[src/rtl/rv32i_decode_stage_if.sv]
// Fetch-to-execute bundle for the RV32I decode stage.
// The slave modport is the decode stage itself and the master modport is its environment.
interface rv32i_decode_stage_if #(
    parameter int unsigned PC_WIDTH = 32
);
    logic                in_valid;
    logic                in_ready;
    logic [31:0]         in_instr;
    logic [PC_WIDTH-1:0] in_pc;

    logic                out_valid;
    logic                out_ready;
    logic [PC_WIDTH-1:0] out_pc;
    logic [3:0]          alu_op;
    logic [4:0]          rd_addr;
    logic [4:0]          rs1_addr;
    logic [4:0]          rs2_addr;
    logic [31:0]         imm;
    logic                imm_as_rs2;
    logic                pc_as_rs1;
    logic                reg_write;
    logic                mem_read;
    logic                mem_write;
    logic [2:0]          mem_funct3;
    logic                branch;
    logic [2:0]          br_cond;
    logic                jump;
    logic                jump_reg;
    logic                illegal;

    modport master (
        output in_valid, in_instr, in_pc, out_ready,
        input  in_ready, out_valid, out_pc, alu_op, rd_addr, rs1_addr, rs2_addr, imm,
               imm_as_rs2, pc_as_rs1, reg_write, mem_read, mem_write, mem_funct3, branch,
               br_cond, jump, jump_reg, illegal
    );

    modport slave (
        input  in_valid, in_instr, in_pc, out_ready,
        output in_ready, out_valid, out_pc, alu_op, rd_addr, rs1_addr, rs2_addr, imm,
               imm_as_rs2, pc_as_rs1, reg_write, mem_read, mem_write, mem_funct3, branch,
               br_cond, jump, jump_reg, illegal
    );
endinterface

[src/rtl/rv32i_decode_stage.sv]
// RV32I decode stage: decodes the incoming word and queues the decoded result in a small FIFO.
// The queue head drives execute, and every output field reads zero while the head is invalid.
module rv32i_decode_stage #(
    parameter int unsigned PC_WIDTH  = 32,
    parameter int unsigned OUT_DEPTH = 2
) (
    input logic                 clk,
    input logic                 rst_n,
    input logic                 flush,
    rv32i_decode_stage_if.slave bus
);
    localparam int unsigned PtrW = (OUT_DEPTH > 1) ? $clog2(OUT_DEPTH) : 1;
    localparam int unsigned CntW = $clog2(OUT_DEPTH + 1);

    typedef struct packed {
        logic [PC_WIDTH-1:0] pc;
        logic [3:0]          alu_op;
        logic [4:0]          rd;
        logic [4:0]          rs1;
        logic [4:0]          rs2;
        logic [31:0]         imm;
        logic                imm_as_rs2;
        logic                pc_as_rs1;
        logic                reg_write;
        logic                mem_read;
        logic                mem_write;
        logic [2:0]          mem_funct3;
        logic                branch;
        logic [2:0]          br_cond;
        logic                jump;
        logic                jump_reg;
        logic                illegal;
    } dec_t;

    dec_t            dec;
    dec_t            mem_q [OUT_DEPTH];
    dec_t            head;
    logic [PtrW-1:0] wr_ptr_q;
    logic [PtrW-1:0] rd_ptr_q;
    logic [CntW-1:0] count_q;
    logic            in_ready;
    logic            out_valid;
    logic            push;
    logic            pop;

    function automatic logic [PtrW-1:0] ptr_inc(input logic [PtrW-1:0] p);
        return (p == PtrW'(OUT_DEPTH - 1)) ? '0 : p + 1'b1;
    endfunction

    // Combinational RV32I decode of the incoming word.
    always_comb begin
        logic [31:0] i;
        logic [2:0]  f3;
        logic [6:0]  f7;
        logic        ill;
        i   = bus.in_instr;
        f3  = i[14:12];
        f7  = i[31:25];
        ill = 1'b0;
        dec = '0;
        dec.pc  = bus.in_pc;
        dec.rd  = i[11:7];
        dec.rs1 = i[19:15];
        dec.rs2 = i[24:20];
        case (i[6:2])
            5'h00: begin // load
                dec.imm        = {{20{i[31]}}, i[31:20]};
                dec.imm_as_rs2 = 1'b1;
                dec.mem_read   = 1'b1;
                dec.reg_write  = 1'b1;
                dec.mem_funct3 = f3;
                ill = (f3 == 3'd3) || (f3 == 3'd6) || (f3 == 3'd7);
            end
            5'h03: ; // fence decodes to a NOP
            5'h04: begin // op-imm
                dec.imm        = {{20{i[31]}}, i[31:20]};
                dec.imm_as_rs2 = 1'b1;
                dec.reg_write  = 1'b1;
                dec.alu_op     = {(f3 == 3'd5) & i[30], f3};
                if (f3 == 3'd1) ill = (f7 != 7'h00);
                if (f3 == 3'd5) ill = (f7 != 7'h00) && (f7 != 7'h20);
            end
            5'h05: begin // auipc
                dec.imm        = {i[31:12], 12'b0};
                dec.pc_as_rs1  = 1'b1;
                dec.imm_as_rs2 = 1'b1;
                dec.reg_write  = 1'b1;
            end
            5'h08: begin // store
                dec.imm        = {{20{i[31]}}, i[31:25], i[11:7]};
                dec.imm_as_rs2 = 1'b1;
                dec.mem_write  = 1'b1;
                dec.mem_funct3 = f3;
                ill = (f3 > 3'd2);
            end
            5'h0c: begin // op
                dec.alu_op    = {i[30], f3};
                dec.reg_write = 1'b1;
                ill = !((f7 == 7'h00) || ((f7 == 7'h20) && ((f3 == 3'd0) || (f3 == 3'd5))));
            end
            5'h0d: begin // lui
                dec.rs1        = 5'd0;
                dec.imm        = {i[31:12], 12'b0};
                dec.imm_as_rs2 = 1'b1;
                dec.reg_write  = 1'b1;
            end
            5'h18: begin // branch
                dec.imm     = {{19{i[31]}}, i[31], i[7], i[30:25], i[11:8], 1'b0};
                dec.branch  = 1'b1;
                dec.br_cond = f3;
                case (f3[2:1])
                    2'b00:   dec.alu_op = 4'b1000;
                    2'b10:   dec.alu_op = 4'b0010;
                    2'b11:   dec.alu_op = 4'b0011;
                    default: ill = 1'b1;
                endcase
            end
            5'h19: begin // jalr
                dec.imm        = {{20{i[31]}}, i[31:20]};
                dec.jump_reg   = 1'b1;
                dec.reg_write  = 1'b1;
                dec.imm_as_rs2 = 1'b1;
                ill = (f3 != 3'd0);
            end
            5'h1b: begin // jal
                dec.imm        = {{11{i[31]}}, i[31], i[19:12], i[20], i[30:21], 1'b0};
                dec.jump       = 1'b1;
                dec.pc_as_rs1  = 1'b1;
                dec.imm_as_rs2 = 1'b1;
                dec.reg_write  = 1'b1;
            end
            default: ill = 1'b1;
        endcase
        if (i[1:0] != 2'b11) ill = 1'b1;
        // Illegal entries still travel down the pipe but must not cause side effects.
        if (ill) begin
            dec.reg_write = 1'b0;
            dec.mem_read  = 1'b0;
            dec.mem_write = 1'b0;
            dec.branch    = 1'b0;
            dec.jump      = 1'b0;
            dec.jump_reg  = 1'b0;
        end
        if (dec.rd == 5'd0) dec.reg_write = 1'b0;
        dec.illegal = ill;
    end

    // No same-cycle pass-through: a full FIFO refuses input even while it pops.
    assign in_ready  = rst_n & ~flush & (count_q < CntW'(OUT_DEPTH));
    assign out_valid = rst_n & (count_q != '0);
    assign push      = bus.in_valid & in_ready;
    assign pop       = out_valid & bus.out_ready & ~flush;

    // Pointer and occupancy bookkeeping; flush empties the queue like reset does.
    always_ff @(posedge clk) begin
        if (!rst_n || flush) begin
            wr_ptr_q <= '0;
            rd_ptr_q <= '0;
            count_q  <= '0;
        end else begin
            if (push) wr_ptr_q <= ptr_inc(wr_ptr_q);
            if (pop)  rd_ptr_q <= ptr_inc(rd_ptr_q);
            case ({push, pop})
                2'b10:   count_q <= count_q + 1'b1;
                2'b01:   count_q <= count_q - 1'b1;
                default: count_q <= count_q;
            endcase
        end
    end

    // Entry storage; it needs no reset because count_q qualifies every read.
    always_ff @(posedge clk) begin
        if (push) mem_q[wr_ptr_q] <= dec;
    end

    // Head fields are forced to zero while no entry is valid.
    always_comb begin
        head = out_valid ? mem_q[rd_ptr_q] : '0;
    end

    assign bus.in_ready   = in_ready;
    assign bus.out_valid  = out_valid;
    assign bus.out_pc     = head.pc;
    assign bus.alu_op     = head.alu_op;
    assign bus.rd_addr    = head.rd;
    assign bus.rs1_addr   = head.rs1;
    assign bus.rs2_addr   = head.rs2;
    assign bus.imm        = head.imm;
    assign bus.imm_as_rs2 = head.imm_as_rs2;
    assign bus.pc_as_rs1  = head.pc_as_rs1;
    assign bus.reg_write  = head.reg_write;
    assign bus.mem_read   = head.mem_read;
    assign bus.mem_write  = head.mem_write;
    assign bus.mem_funct3 = head.mem_funct3;
    assign bus.branch     = head.branch;
    assign bus.br_cond    = head.br_cond;
    assign bus.jump       = head.jump;
    assign bus.jump_reg   = head.jump_reg;
    assign bus.illegal    = head.illegal;
endmodule

[src/flat_wrapper.sv]
// flat-port wrapper written by rule: the top's interface ports become plain ports
module rv32i_decode_stage_flat 
#(
    parameter int unsigned PC_WIDTH  = 32,
    parameter int unsigned OUT_DEPTH = 2
)
  (clk, rst_n, flush, bus_in_valid, bus_in_instr, bus_in_pc, bus_out_ready, bus_in_ready, bus_out_valid, bus_out_pc, bus_alu_op, bus_rd_addr, bus_rs1_addr, bus_rs2_addr, bus_imm, bus_imm_as_rs2, bus_pc_as_rs1, bus_reg_write, bus_mem_read, bus_mem_write, bus_mem_funct3, bus_branch, bus_br_cond, bus_jump, bus_jump_reg, bus_illegal);
  rv32i_decode_stage_if #(.PC_WIDTH(PC_WIDTH)) bus_i ();
  input logic clk;
  input logic rst_n;
  input logic flush;
  input wire logic [$bits(bus_i.in_valid)-1:0] bus_in_valid;
  input wire logic [$bits(bus_i.in_instr)-1:0] bus_in_instr;
  input wire logic [$bits(bus_i.in_pc)-1:0] bus_in_pc;
  input wire logic [$bits(bus_i.out_ready)-1:0] bus_out_ready;
  output wire logic [$bits(bus_i.in_ready)-1:0] bus_in_ready;
  output wire logic [$bits(bus_i.out_valid)-1:0] bus_out_valid;
  output wire logic [$bits(bus_i.out_pc)-1:0] bus_out_pc;
  output wire logic [$bits(bus_i.alu_op)-1:0] bus_alu_op;
  output wire logic [$bits(bus_i.rd_addr)-1:0] bus_rd_addr;
  output wire logic [$bits(bus_i.rs1_addr)-1:0] bus_rs1_addr;
  output wire logic [$bits(bus_i.rs2_addr)-1:0] bus_rs2_addr;
  output wire logic [$bits(bus_i.imm)-1:0] bus_imm;
  output wire logic [$bits(bus_i.imm_as_rs2)-1:0] bus_imm_as_rs2;
  output wire logic [$bits(bus_i.pc_as_rs1)-1:0] bus_pc_as_rs1;
  output wire logic [$bits(bus_i.reg_write)-1:0] bus_reg_write;
  output wire logic [$bits(bus_i.mem_read)-1:0] bus_mem_read;
  output wire logic [$bits(bus_i.mem_write)-1:0] bus_mem_write;
  output wire logic [$bits(bus_i.mem_funct3)-1:0] bus_mem_funct3;
  output wire logic [$bits(bus_i.branch)-1:0] bus_branch;
  output wire logic [$bits(bus_i.br_cond)-1:0] bus_br_cond;
  output wire logic [$bits(bus_i.jump)-1:0] bus_jump;
  output wire logic [$bits(bus_i.jump_reg)-1:0] bus_jump_reg;
  output wire logic [$bits(bus_i.illegal)-1:0] bus_illegal;
  assign bus_i.in_valid = bus_in_valid;
  assign bus_i.in_instr = bus_in_instr;
  assign bus_i.in_pc = bus_in_pc;
  assign bus_i.out_ready = bus_out_ready;
  assign bus_in_ready = bus_i.in_ready;
  assign bus_out_valid = bus_i.out_valid;
  assign bus_out_pc = bus_i.out_pc;
  assign bus_alu_op = bus_i.alu_op;
  assign bus_rd_addr = bus_i.rd_addr;
  assign bus_rs1_addr = bus_i.rs1_addr;
  assign bus_rs2_addr = bus_i.rs2_addr;
  assign bus_imm = bus_i.imm;
  assign bus_imm_as_rs2 = bus_i.imm_as_rs2;
  assign bus_pc_as_rs1 = bus_i.pc_as_rs1;
  assign bus_reg_write = bus_i.reg_write;
  assign bus_mem_read = bus_i.mem_read;
  assign bus_mem_write = bus_i.mem_write;
  assign bus_mem_funct3 = bus_i.mem_funct3;
  assign bus_branch = bus_i.branch;
  assign bus_br_cond = bus_i.br_cond;
  assign bus_jump = bus_i.jump;
  assign bus_jump_reg = bus_i.jump_reg;
  assign bus_illegal = bus_i.illegal;
  rv32i_decode_stage #(.PC_WIDTH(PC_WIDTH), .OUT_DEPTH(OUT_DEPTH)) u_core (.clk(clk), .rst_n(rst_n), .flush(flush), .bus(bus_i));
endmodule
[config.mk]
export PLATFORM = sky130hd
export DESIGN_NAME = rv32i_decode_stage_flat
export DESIGN_NICKNAME = d
export VERILOG_FILES = /design/src/rtl/rv32i_decode_stage_if.sv /design/src/rtl/rv32i_decode_stage.sv /design/src/flat_wrapper.sv
export SDC_FILE = /design/constraint.sdc
export NUM_CORES = 1
export LEC_CHECK = 0
export CAP_MARGIN = 10
export CELL_PAD_IN_SITES_DETAIL_PLACEMENT = 0
export CELL_PAD_IN_SITES_GLOBAL_PLACEMENT = 1
export CORE_ASPECT_RATIO = 1.4
export CORE_MARGIN = 3
export CORE_UTILIZATION = 38
export CTS_CLUSTER_DIAMETER = 150
export DETAILED_ROUTE_END_ITERATION = 10
export PLACE_DENSITY = 0.83
export SYNTH_ARGS = -nofsm -noshare
export SYNTH_HDL_FRONTEND = slang
export SYNTH_SLANG_ARGS = --single-unit
[constraint.sdc]
create_clock -name clk -period 5.3 [get_ports clk]
set_input_delay 0.53 -clock clk [delete_from_list [all_inputs] [get_ports clk]]
set_output_delay 0.53 -clock clk [all_outputs]
set_load 0.01 [all_outputs]
; Word level (Yosys, flattened, before mapping)
; Memories as Yosys holds them, arrays and structs flattened. A register that Yosys moved wholly into a read port is not among the register bits.
; Index checks and enable logic that the tools add are counted.
[word_totals]
reg_bits = 4
ram_bits = 196
inputBits = 69
output_inout_bits = 100
elab_cells = 95
n_memories = 1
[op_classes]
add_sub_neg = 4
order_cmp = 2
eq_ne = 21
n_mux = 30
bitwise_logic = 8
n_reduce_logical = 26
[mem_list]
columns = name, words, word_bits, read_ports, rd_ports_with_merged_regs, wr, line_no
row1 = u_core.mem_q, 2, 98, 1, 1, 1, rv32i_decode_stage.sv:36  ; dec_t mem_q [OUT_DEPTH];
[ops]
columns = cell, count
row1 = $pmux W32 S5, 1
row2 = $mux W98, 1
row3 = $pmux W4 S3, 2
row4 = $mux W1, 19
row5 = $eq A5 B4 Y1 const B, 3
row6 = $eq A5 B5 Y1 const B, 3
row7 = $reduce_or A7 Y1, 2
row8 = $eq A5 B3 Y1 const B, 2
row9 = $logic_not A5 Y1, 2
row10 = $eq A3 B3 Y1 const B, 3
row11 = $and A1 B1 Y1, 7
row12 = $eq A7 B6 Y1 const B, 1
row13 = $logic_not A7 Y1, 1
row14 = $ne A7 B6 Y1 const B, 1
row15 = $pmux W1 S7, 1
row16 = $reduce_bool A7 Y1, 1
row17 = $eq A2 B2 Y1 const B, 3
row18 = $mux W3, 2
row19 = $reduce_or A2 Y1, 3
row20 = $reduce_or A3 Y1, 2
row21 = $eq A5 B2 Y1 const B, 1
row22 = $logic_or A1 B1 Y1, 5
row23 = $mux W5, 1
row24 = $mux W4, 1
row25 = 19 further kinds, 23

; Longest topological paths before layout
; Gate-level depths: netlist (run 1).
[depth]
ltp_word = 9
mapped_depth = 7
depth_no_buf = 6

; Worst setup path after synthesis (run 1)
; Ideal clock, no wire load.
[synth_path]
path_kind = in2reg
startpoint = in rst_n
endpoint = mem u_core.mem_q[0][0] in the netlist's numbering (enable)
setup_ps = 556
t_arrival_ps = 5225
required_time_ps = 4744
path_slack_ps = -481
cell_stages = 3
n_path_buf = 0
path_cell_list = nor3b_1 -> nand2_1 -> nor2_1
[synth_via]
elab_chain_len = 5
[synth_rtl]
columns = item, line_no
row1 = "start, declared", flat_wrapper.sv:10  ; input logic rst_n;
row2 = $and A1 B1 Y1 (2 in series), rv32i_decode_stage.sv:149  ; assign in_ready = rst_n & ~flush & (count_q < CntW'(OUT_DEPTH));
row3 = $and A1 B1 Y1, rv32i_decode_stage.sv:151  ; assign push = bus.in_valid & in_ready;
row4 = $mux W1, rv32i_decode_stage.sv:173  ; if (push) mem_q[wr_ptr_q] <= dec;
row5 = $mux W1 (implied by the code), rv32i_decode_stage.sv:173
row6 = "end, declared", rv32i_decode_stage.sv:36
; No other way between the ends.

==> flow_metrics.tcl, run 1 <==
set metrics [dict create \
    drt-wirelength-per-cell_um 17.6 \
    drv_slew 0 \
    port_buffers 168 \
    status "complete, no violations" \
    yosysUniqueCellTypes 45 \
    peakVddDrop_v 0.000175 \
    stdcell_area_um2 11000 \
    dp_worst_setup_slack_ns 2.19 \
    startpoint_type "flip-flop" \
    finalCritPeriodShare_pct 63.0 \
    yosys.area.top_type "edfxtp_1" \
    fin_crit_ns 3.34 \
    rsz0062_at_grt "no" \
    fin_skew_ns 0.0261 \
    num_io_pins 169 \
    p_leak_nw 3.47 \
    gp_congestion 0.831 \
    num-fill-cells 1870 \
    synth_top_area_share_pct 70.1 \
    rows 63 \
    die_h_um 182 \
    synth.avg_cell_area_um2 14.3 \
    ff2ff_setup_slack_ns 3.07 \
    timing.rr.start "u_core.count_q[1]" \
    synth_area_um2 8400 \
    critical_path_peak_fanout 46 \
    slowest_delay_ns 0.87 \
    grt_pass1_vias 5359 \
    drt-total-wl_um 18600 \
    cts_setup_buffers 0 \
    r2r-end "u_core.mem_q[0][25]" \
    crit_end "bus_rs1_addr[3]" \
    postLayoutCoreUtil_pct 51.4 \
    yosys_warnings 0 \
    antenna_found_initial 0 \
    place_area_um2 10400 \
    core_area_um2 21400 \
    worst_path_max_delay_cell "dfxtp_4" \
    grt_max_degree 100 \
    max_cap_violations 0 \
    syn_inst 587 \
    layout_commonest_cell "edfxtp_1" \
    ys_top_cells_by_area "edfxtp_1 (70%), mux2i_1 (12%), nor2_1 (5.0%)" \
    numCtsBuffers 20 \
    drtIter0Drc 257 \
    grt_use_total_pct 14.9 \
    hpwlAfterDp_um 12900 \
    htreeDepth 1 \
    grt_pass1_wl_um 28400 \
    synth_edf_count 196 \
    clk_pin_slew_ns 0.06 \
    timing.final.ws_setup_ns 1.96 \
    drtPass1Iterations 5 \
    hold_viol 0 \
    synthFlopType "edfxtp_1" \
    critPathKind "reg2out" \
    max-slew-margin-rel_pct 43.8 \
    worstRegToRegCells 4 \
    viasPerCell 4.91 \
    cp-end-kind "output pin" \
    die_x_um 132 \
    crit_required_ns 4.77 \
    clk_path_buf_depth 3 \
    synth_nets 657 \
    power_density_nw_per_um2 302 \
    start_util_pct 39.2 \
    seq_area_frac_synth_pct 71.3 \
    overflow 0 \
    tightest_slew_ns 0.831 \
    cts_tree "yes" \
    final_cell_mix "edfxtp_1 (196), clkdlybuf4s50_1 (168), nor2_1 (111), mux2i_1 (99), nand2_1 (47)" \
    num_antenna_cells 0 \
    critPathArrivalTime_ns 2.81 \
    cts-root-buf "clkbuf_16" \
    crit_chain "buf_4 -> mux2i_1 -> nor2_1 -> clkdlybuf4s50_1" \
    area_growth_pct 31.3 \
    drc 0 \
    drive_gt1_share_pct 5.49 \
    clock_sinks 201 \
    synthArstFlopShare_pct 0 \
    fin_setup_tns_ns 0 \
    cts_resized 0 \
    clock_latency_ns 0.50 \
    max_freq_mhz 299 \
    nets 821 \
    synth_seq_cells 201 \
    cts_hold_buf 0 \
    setup_viol_count_final 0 \
    min_path_cells 2 \
    hp-class "reg2reg" \
    ant_nets 0 \
    die_area_um2 23900 \
    via_count 5187 \
]
## registers in the layout, summed over array words and instances (netlist names), named ones only
name and flops:
u_core.rd_ptr_q 1, u_core.wr_ptr_q 1, u_core.count_q 2, u_core.mem_q 196
## critical path: cells and delay by family (launching register included)
family / cells / cell delay, ns
muxes: 1 / 0.34
DFF: 1 / 0.87
buffers and inverters: 2 / 1.01
and+or+nand+nor: 1 / 0.07
## cell usage after synthesis, types with 2 or more instances
cell type and instances:
nor3b_1 4, nor4_1 4, nor2_1 112, and2_1 12
and3_1 3, or3_1 3, a21o_1 2, edfxtp_1 196
xor2_1 3, a22o_1 6, nand2b_1 2, nand2_1 47
mux2i_1 99, nor2b_1 7, a21boi_0 2, inv_1 4
o21ai_1 3, nand3_1 4, clkbuf_1 14, dfxtp_1 5
nor3_1 3, o21ai_0 11, buf_2 14, buf_6 3
a21oi_1 4
## how the worst min path moves through the flow
stage	start	slack, ns	to
final	u_core.rd_ptr_q	0.50	flip-flop
after global routing	u_core.rd_ptr_q	0.57	u_core.rd_ptr_q
after CTS	u_core.rd_ptr_q	0.51	flip-flop
after detailed placement	u_core.rd_ptr_q	0.50	u_core.rd_ptr_q
after global placement	u_core.rd_ptr_q	0.49	u_core.rd_ptr_q
after floorplan	u_core.rd_ptr_q	0.47	flip-flop
## cell families after synthesis
| group | Yosys count | share of synthesized area, % |
|---|---|---|
| DFF | 201 | 71.3 |
| xor gates and xnor gates | 4 | 0.417 |
| buffers and inverters | 37 | 2.18 |
| and+or+nand+nor | 211 | 11.5 |
| adders and majority gates | 1 | 0.149 |
| muxes | 99 | 11.8 |
| AOI/OAI and AO/OA | 34 | 2.67 |
## per-stage QoR
step	total power, mW	instances	hold slack (ns)
2_1_floorplan	1.90	587	0.472
3_3_place_gp	2.00	1021	0.486
3_5_place_dp	2.00	1021	0.497
4_1_cts	3.36	1057	0.509
5_1_grt	3.44	1057	0.566
6_report	3.33	1057	0.498
## report_power, final
group,internal [mW],leakage (nW),switching (mW)
clock,0.799,0.305,0.563
combinational,0.0888,1.42,0.0948
sequential,1.77,1.74,0.00835
## per-layer routing
metal / up-vias / wire (µm) / GRT usage [%]
met4: 0 / 519 / 5.42
met5: - / 0 / 0
met3: 33 / 1080 / 2.44
li1: 2473 / - / -
met1: 2498 / 7420 / 17.8
met2: 183 / 9620 / 27.0
## area by class of cell
class                           instances  area (µm²)  share of cell area [%]
Sequential cell                       201        5990                    54.3
Multi-Input combinational cell        349        2250                    20.4
Inverter                                4        15.0                   0.136
Tap cell                              292         365                    3.31
Clock buffer                           24         515                    4.68
Clock inverter                         12         129                    1.17
Timing Repair Buffer                  175        1760                    16.0
Note: power is estimated with default switching activity, not from simulation.
==> run 2, diff against run 1 <==
--- a/config.mk
+++ b/config.mk
@@ -10,10 +10,10 @@
 export CELL_PAD_IN_SITES_GLOBAL_PLACEMENT = 1
 export CORE_ASPECT_RATIO = 1.4
 export CORE_MARGIN = 3
-export CORE_UTILIZATION = 38
+export CORE_UTILIZATION = 42
 export CTS_CLUSTER_DIAMETER = 150
 export DETAILED_ROUTE_END_ITERATION = 10
-export PLACE_DENSITY = 0.83
+export PLACE_DENSITY = 0.87
 export SYNTH_ARGS = -nofsm -noshare
 export SYNTH_HDL_FRONTEND = slang
 export SYNTH_SLANG_ARGS = --single-unit
==> constraint.sdc (replaced) <==
create_clock -name clk -period 3.35 [get_ports clk]
set_input_delay 0.335 -clock clk [delete_from_list [all_inputs] [get_ports clk]]
set_output_delay 0.335 -clock clk [all_outputs]
set_load 0.01 [all_outputs]
==> run 2 against run 1 <==
Flip-flop and latch count did not move. Cell count shrank 3.9%. Global-route usage increased by 1.8 points. Count of clock-buffer cells in the layout is the same. Final area hardly changed. Critical endpoint is now bus_out_pc[2]. Largest cell class unchanged. Highest routed layer unchanged.
==> flow_metrics.tcl, run 2 (synthesis gave the netlist of run 1 again) <==
set metrics [dict create \
    critPathKind "reg2out" \
    startpoint "u_core.count_q[1]" \
    drc 0 \
    port_buffers 168 \
    cts_tree "yes" \
    postLayoutCoreUtil_pct 56.7 \
    num_antenna_cells 0 \
    r2r-end "u_core.mem_q[0][45]" \
    gp_congestion 0.814 \
    worst_hold_path.endpoint "u_core.mem_q[0][97]" \
    min_path_cells 1 \
    hold_viol 0 \
    rows 60 \
    cts-root-buf "clkbuf_16" \
    hpwlAfterDp_um 13100 \
    nets 828 \
    drtIter0Drc 374 \
    fin_crit_ns 3.08 \
    clock_power_share_pct 39.9 \
    rsz0062_at_grt "no" \
    internal-power_mw 4.16 \
    drt-wirelength-per-cell_um 18.3 \
    p_comb_share_pct 5.7 \
    ff2ff_setup_slack_ns 1.29 \
    critPathArrivalTime_ns 2.75 \
    max-slew-margin-rel_pct 38.3 \
    startpoint_type "flip-flop" \
    power_density_nw_per_um2 470 \
    hp-start "bus_in_pc[31]" \
    p_leak_nw 3.50 \
    clock_sinks 201 \
    max_freq_mhz 325 \
    max_cap_violations 0 \
    die_x_um 125 \
    start_util_pct 43.2 \
    timing.final.ws_setup_ns 0.269 \
    dp_worst_setup_slack_ns 0.512 \
    largest-register "u_core.mem_q" \
    grt_pass1_wl_um 29200 \
    clock_latency_ns 0.48 \
    cts_hold_buf 0 \
    grt_use_met3_pct 2.71 \
    switching_share_pct 19.8 \
    htreeDepth 1 \
    hp-class "in2reg" \
    clk_pin_slew_ns 0.06 \
    finalCritPeriodShare_pct 92.0 \
    busiest_layer "met2" \
    overflow 0 \
    via_count 5273 \
    final_cell_mix "edfxtp_1 (196), clkdlybuf4s50_1 (168), nor2_1 (111), mux2i_1 (99), nand2_1 (47)" \
    peakVddDrop_v 0.000269 \
    fin_skew_ns 0.00842 \
    die_area_um2 21700 \
    setup_viol_count_final 0 \
    layout_commonest_cell "edfxtp_1" \
    core_area_um2 19400 \
    cts_setup_buffers 0 \
    timing.rr.start "u_core.count_q[1]" \
    grt_pass1_vias 5422 \
    drive_gt1_share_pct 5.86 \
    worstRegToRegCells 4 \
    numCtsBuffers 20 \
    largest_reg_flops 196 \
    met1_usage_pct 20.4 \
    crit_required_ns 3.01 \
    seqPwrFrac_pct 54.4 \
    cp-end-kind "output pin" \
    viasPerCell 5.19 \
    reg.largest.list "u_core.mem_q (196), u_core.count_q (2)" \
    drt-total-wl_um 18600 \
    tightest_slew_ns 0.922 \
    grtUsageMet2_pct 30.4 \
    critical_path_peak_fanout 42 \
    drtPass1Iterations 5 \
    fin_setup_tns_ns 0 \
    grt_max_degree 43 \
    antenna_found_initial 0 \
    status "complete, no violations" \
    ant_nets 0 \
    area_growth_pct 31.3 \
    num_io_pins 169 \
    cts_resized 0 \
    p_sw_mw 1.02 \
    clk_path_buf_depth 3 \
    grt_use_total_pct 16.7 \
    drv_slew 0 \
    die_h_um 173 \
]
## run 2: changes by cell type in the layout (fill, tap and decap cells not counted)
cell / change
clkbuf_16: +1
buf_4: +3
buf_12: +4
clkinv_1: +1
clkinv_8: -1
clkinv_4: -1
clkbuf_1: -1
clkinvlp_4: -2
bufinv_16: -1
## run 2: worst max-delay path, stage by stage (launching register included)
cell and delay [ns]:
dfxtp_1 0.36, o21ai_4 0.75, buf_4 0.52, nor2_1 0.11
clkdlybuf4s50_1 0.50
## run 2: power groups by stage
stage / logic [mW] / registers [mW] / clock network, mW
2_1_floorplan: 0.129 / 2.87 / 0
3_3_place_gp: 0.288 / 2.87 / 0
3_5_place_dp: 0.297 / 2.87 / 0
4_1_cts: 0.298 / 2.82 / 2.11
5_1_grt: 0.321 / 2.82 / 2.22
6_report: 0.296 / 2.82 / 2.07
## run 2: worst max-delay path by stage
stage,to,slack (ns),cells after the start
CTS,bus_out_pc[2],0.20,4
finish,bus_out_pc[2],0.27,4
detailed placement,u_core.mem_q[1][45],0.51,6
global placement,u_core.mem_q[1][35],0.64,6
global route,bus_out_pc[2],0.06,4
floorplan,u_core.mem_q[0][0],0.49,3
## run 2: cell type report
cell class,instances,area (µm²)
Fill cell,1570,8420
Multi-Input combinational cell,349,2250
Tap cell,248,310
Sequential cell,201,5990
Inverter,4,15.0
Timing Repair Buffer,182,1860
Clock buffer,24,537
Clock inverter,8,62.6
## run 2: per-stage QoR
step / area (µm²) / instances / hold slack, ns / power, mW
detailed placement: 10400 / 984 / 0.495 / 3.17
CTS: 11000 / 1016 / 0.415 / 5.23
finish: 11000 / 1016 / 0.431 / 5.18
floorplan: 8400 / 587 / 0.434 / 3.00
global placement: 10400 / 984 / 0.490 / 3.16
global route: 11000 / 1016 / 0.419 / 5.36
## run 2: metal layers
layer	vias to the layer above	wire (µm)
li1	2483	-
met1	2548	7180
met2	214	9870
met3	28	1200
met4	0	343
met5	-	0
==> run 3, diff against run 2 <==
--- a/config.mk
+++ b/config.mk
@@ -5,6 +5,7 @@
 export SDC_FILE = /design/constraint.sdc
 export NUM_CORES = 1
 export LEC_CHECK = 0
+export ABC_AREA = 1
 export CAP_MARGIN = 10
 export CELL_PAD_IN_SITES_DETAIL_PLACEMENT = 0
 export CELL_PAD_IN_SITES_GLOBAL_PLACEMENT = 1
==> run 3 against run 2 <==
Register-to-register slack improved by 0.27 ns. Non-clock buffer count is 2 lower. Count of clock-buffer cells in the layout is 3 lower. Flip-flop and latch count is the same. Sequential power barely moved. Synthesized area increased by 6.2%. Worst setup slack improved by 0.36 ns. First-iteration DRC count increased by 18%. Routed wire length rose by 4.1%. Worst hold slack improved by 0.010 ns. Clock skew up 0.0051 ns. Utilization is 0.73 points lower. Critical path type unchanged. Largest cell class unchanged. Largest power group unchanged.
==> flow_metrics.tcl, run 3 <==
set metrics [dict create \
    synthFlopType "edfxtp_1" \
    yosysUniqueCellTypes 33 \
    setup_viol_count_final 0 \
    die_h_um 178 \
    core_area_um2 20700 \
    critPathKind "reg2out" \
    clock_sinks 201 \
    antenna_found_initial 0 \
    grt_max_degree 99 \
    via_count 5621 \
    overflow 0 \
    grt_pass1_vias 5731 \
    rows 62 \
    post-synth-top-count-cell "edfxtp_1" \
    die_area_um2 23000 \
    critPathArrivalTime_ns 2.39 \
    worst_path_max_delay_cell "dfxtp_4" \
    drv_slew 0 \
    num_antenna_cells 0 \
    fin_crit_ns 2.72 \
    num-fill-cells 1756 \
    syn_inst 720 \
    layout_commonest_cell "edfxtp_1" \
    clk_path_buf_depth 3 \
    htreeDepth 1 \
    power_density_nw_per_um2 446 \
    synthAdderAreaFrac_pct 0.140 \
    yosys_warnings 0 \
    synth_top_area_share_pct 66.0 \
    drt-wirelength-per-cell_um 16.6 \
    synth_seq_cells 201 \
    port_buffers 168 \
    seq_area_frac_synth_pct 67.1 \
    hold_viol 0 \
    numCtsBuffers 19 \
    p_leak_nw 4.80 \
    nets 968 \
    cts-root-buf "clkbuf_16" \
    cts_resized 0 \
    gp_congestion 0.847 \
    crit_chain "buf_4 -> mux2_2 -> nand2_1 -> inv_1 -> clkdlybuf4s50_1" \
    max-slew-margin-rel_pct 60.0 \
    reg.largest.list "u_core.mem_q (196), u_core.count_q (2)" \
    hold_slack_ns 0.441 \
    muxShareOfSynthArea_pct 12.4 \
    drtIter0Drc 443 \
    status "complete, no violations" \
    yosys.area_share.simple_pct 10.5 \
    fin_setup_tns_ns 0 \
    synth_area_um2 8920 \
    synth_edf_count 196 \
    cts_setup_buffers 0 \
    clock_latency_ns 0.48 \
    grt_pass1_wl_um 30100 \
    hp-class "in2reg" \
    startpoint_type "flip-flop" \
    cp-end-kind "output pin" \
    synth-xor-area-share_pct 0.295 \
    drt-total-wl_um 19400 \
    drive_gt1_share_pct 18.5 \
    peakVddDrop_v 0.000265 \
    synth_compound_area_share_pct 2.34 \
    num_io_pins 169 \
    critical_path_peak_fanout 30 \
    rsz0062_at_grt "no" \
    synth_top_family_by_area "multiplexers" \
    cts_hold_buf 0 \
    ys_top_cells_by_area "edfxtp_1 (66%), mux2_2 (12%), nand2_1 (5.6%)" \
    cts_tree "yes" \
    finalCritPeriodShare_pct 81.2 \
    largest-register "u_core.mem_q" \
    crit_family "buffers and inverters" \
    worst-path-buf-inv 3 \
    hpwlAfterDp_um 13800 \
    slowest_delay_ns 0.49 \
    ff2ff_setup_slack_ns 1.56 \
    yosys.area.top_type "edfxtp_1" \
    synth.top_cells.by_count "edfxtp_1 (196), nand2_1 (132), inv_1 (130)" \
    synthArstFlopShare_pct 0 \
    die_x_um 129 \
    start_util_pct 43.1 \
    crit_required_ns 3.01 \
    final_cell_mix "edfxtp_1 (196), clkdlybuf4s50_1 (168), nand2_1 (132), inv_1 (130), mux2_2 (98)" \
    ant_nets 0 \
    stdcell_area_um2 11600 \
    area_growth_pct 30.0 \
    fin_skew_ns 0.0136 \
    grt_use_total_pct 16.6 \
    tightest_slew_ns 0.600 \
    max_cap_violations 0 \
    drc 0 \
    clk_pin_slew_ns 0.07 \
    synth_nets 790 \
    largest_reg_flops 196 \
    drtPass1Iterations 4 \
    max_freq_mhz 367 \
    synth.avg_cell_area_um2 12.4 \
    viasPerCell 4.82 \
    place_area_um2 11000 \
]
-- run 3: changes by cell type after synthesis, moves of 7 or more --
cell	previous run	this run
inv_1	4	130
mux2i_1	99	0
mux2_2	0	98
nand2_1	47	132
nor2_1	112	46
and2_1	12	0
inv_2	0	9
nand3_1	4	13
o211ai_1	0	9
nor2b_1	7	0
-- run 3: metal layers --
metal / vias up / wire length [µm] / track usage (%) / share of wire (%)
met4: 0 / 415 / 4.77 / 2.1
met3: 29 / 775 / 2.04 / 4.0
met5: - / 0 / 0 / 0
li1: 2761 / - / - / -
met2: 134 / 10700 / 31.0 / 55
met1: 2697 / 7430 / 20.0 / 38
-- run 3: through the flow --
stage / setup WS, ns / power, mW / utilization, % / std cells
6_report: 0.629 / 5.17 / 56.0 / 1166
5_1_grt: 0.488 / 5.35 / 56.0 / 1166
4_1_cts: 0.565 / 5.23 / 56.0 / 1166
3_5_place_dp: 0.676 / 3.15 / 53.1 / 1133
3_3_place_gp: 0.742 / 3.14 / 53.1 / 1133
2_1_floorplan: 0.391 / 2.98 / - / 720
-- run 3: cells by family (layout without fill, tap and decap cells) --
group	count (synthesis)	in the layout
AND/OR/NAND/NOR	219	219
flip-flops	201	201
buffers and inverters	164	354
multiplexers	98	98
AO/OA/AOI/OAI	34	34
XOR/XNOR	3	3
adder cells (fa/ha/maj)	1	1
-- run 3: final timing paths --
check,start,end,cells past startpoint
worst max-delay path,flip-flop,bus_alu_op[2],5
worst min-delay path,bus_in_pc[24],u_core.mem_q[1][90],1
worst max register to register,u_core.count_q[1],u_core.mem_q[1][82],4
worst min register to register,u_core.rd_ptr_q,u_core.rd_ptr_q,2
-- run 3: report_power, final --
part	switching, mW	internal [mW]	total [mW]
Combinational	0.154	0.137	0.291
Clock	0.878	1.20	2.08
Sequential	0.00775	2.79	2.80
-- run 3: final cells by class --
cell class | count | area, µm² | area share, %
clock buffer | 21 | 483 | 4.16
clock inverter | 12 | 116 | 1.00
inverter | 141 | 529 | 4.56
multi-input combinational | 355 | 2310 | 19.9
sequential | 201 | 5990 | 51.7
tap | 256 | 320 | 2.76
timing repair buffer | 180 | 1850 | 15.9
-- run 3: worst reg2reg max path, stage by stage, from the launching register on --
cell,delay [ns]
dfxtp_1,0.33
nor2_1,0.21
nand2_1,0.20
nor2_4,0.48
buf_4,0.29
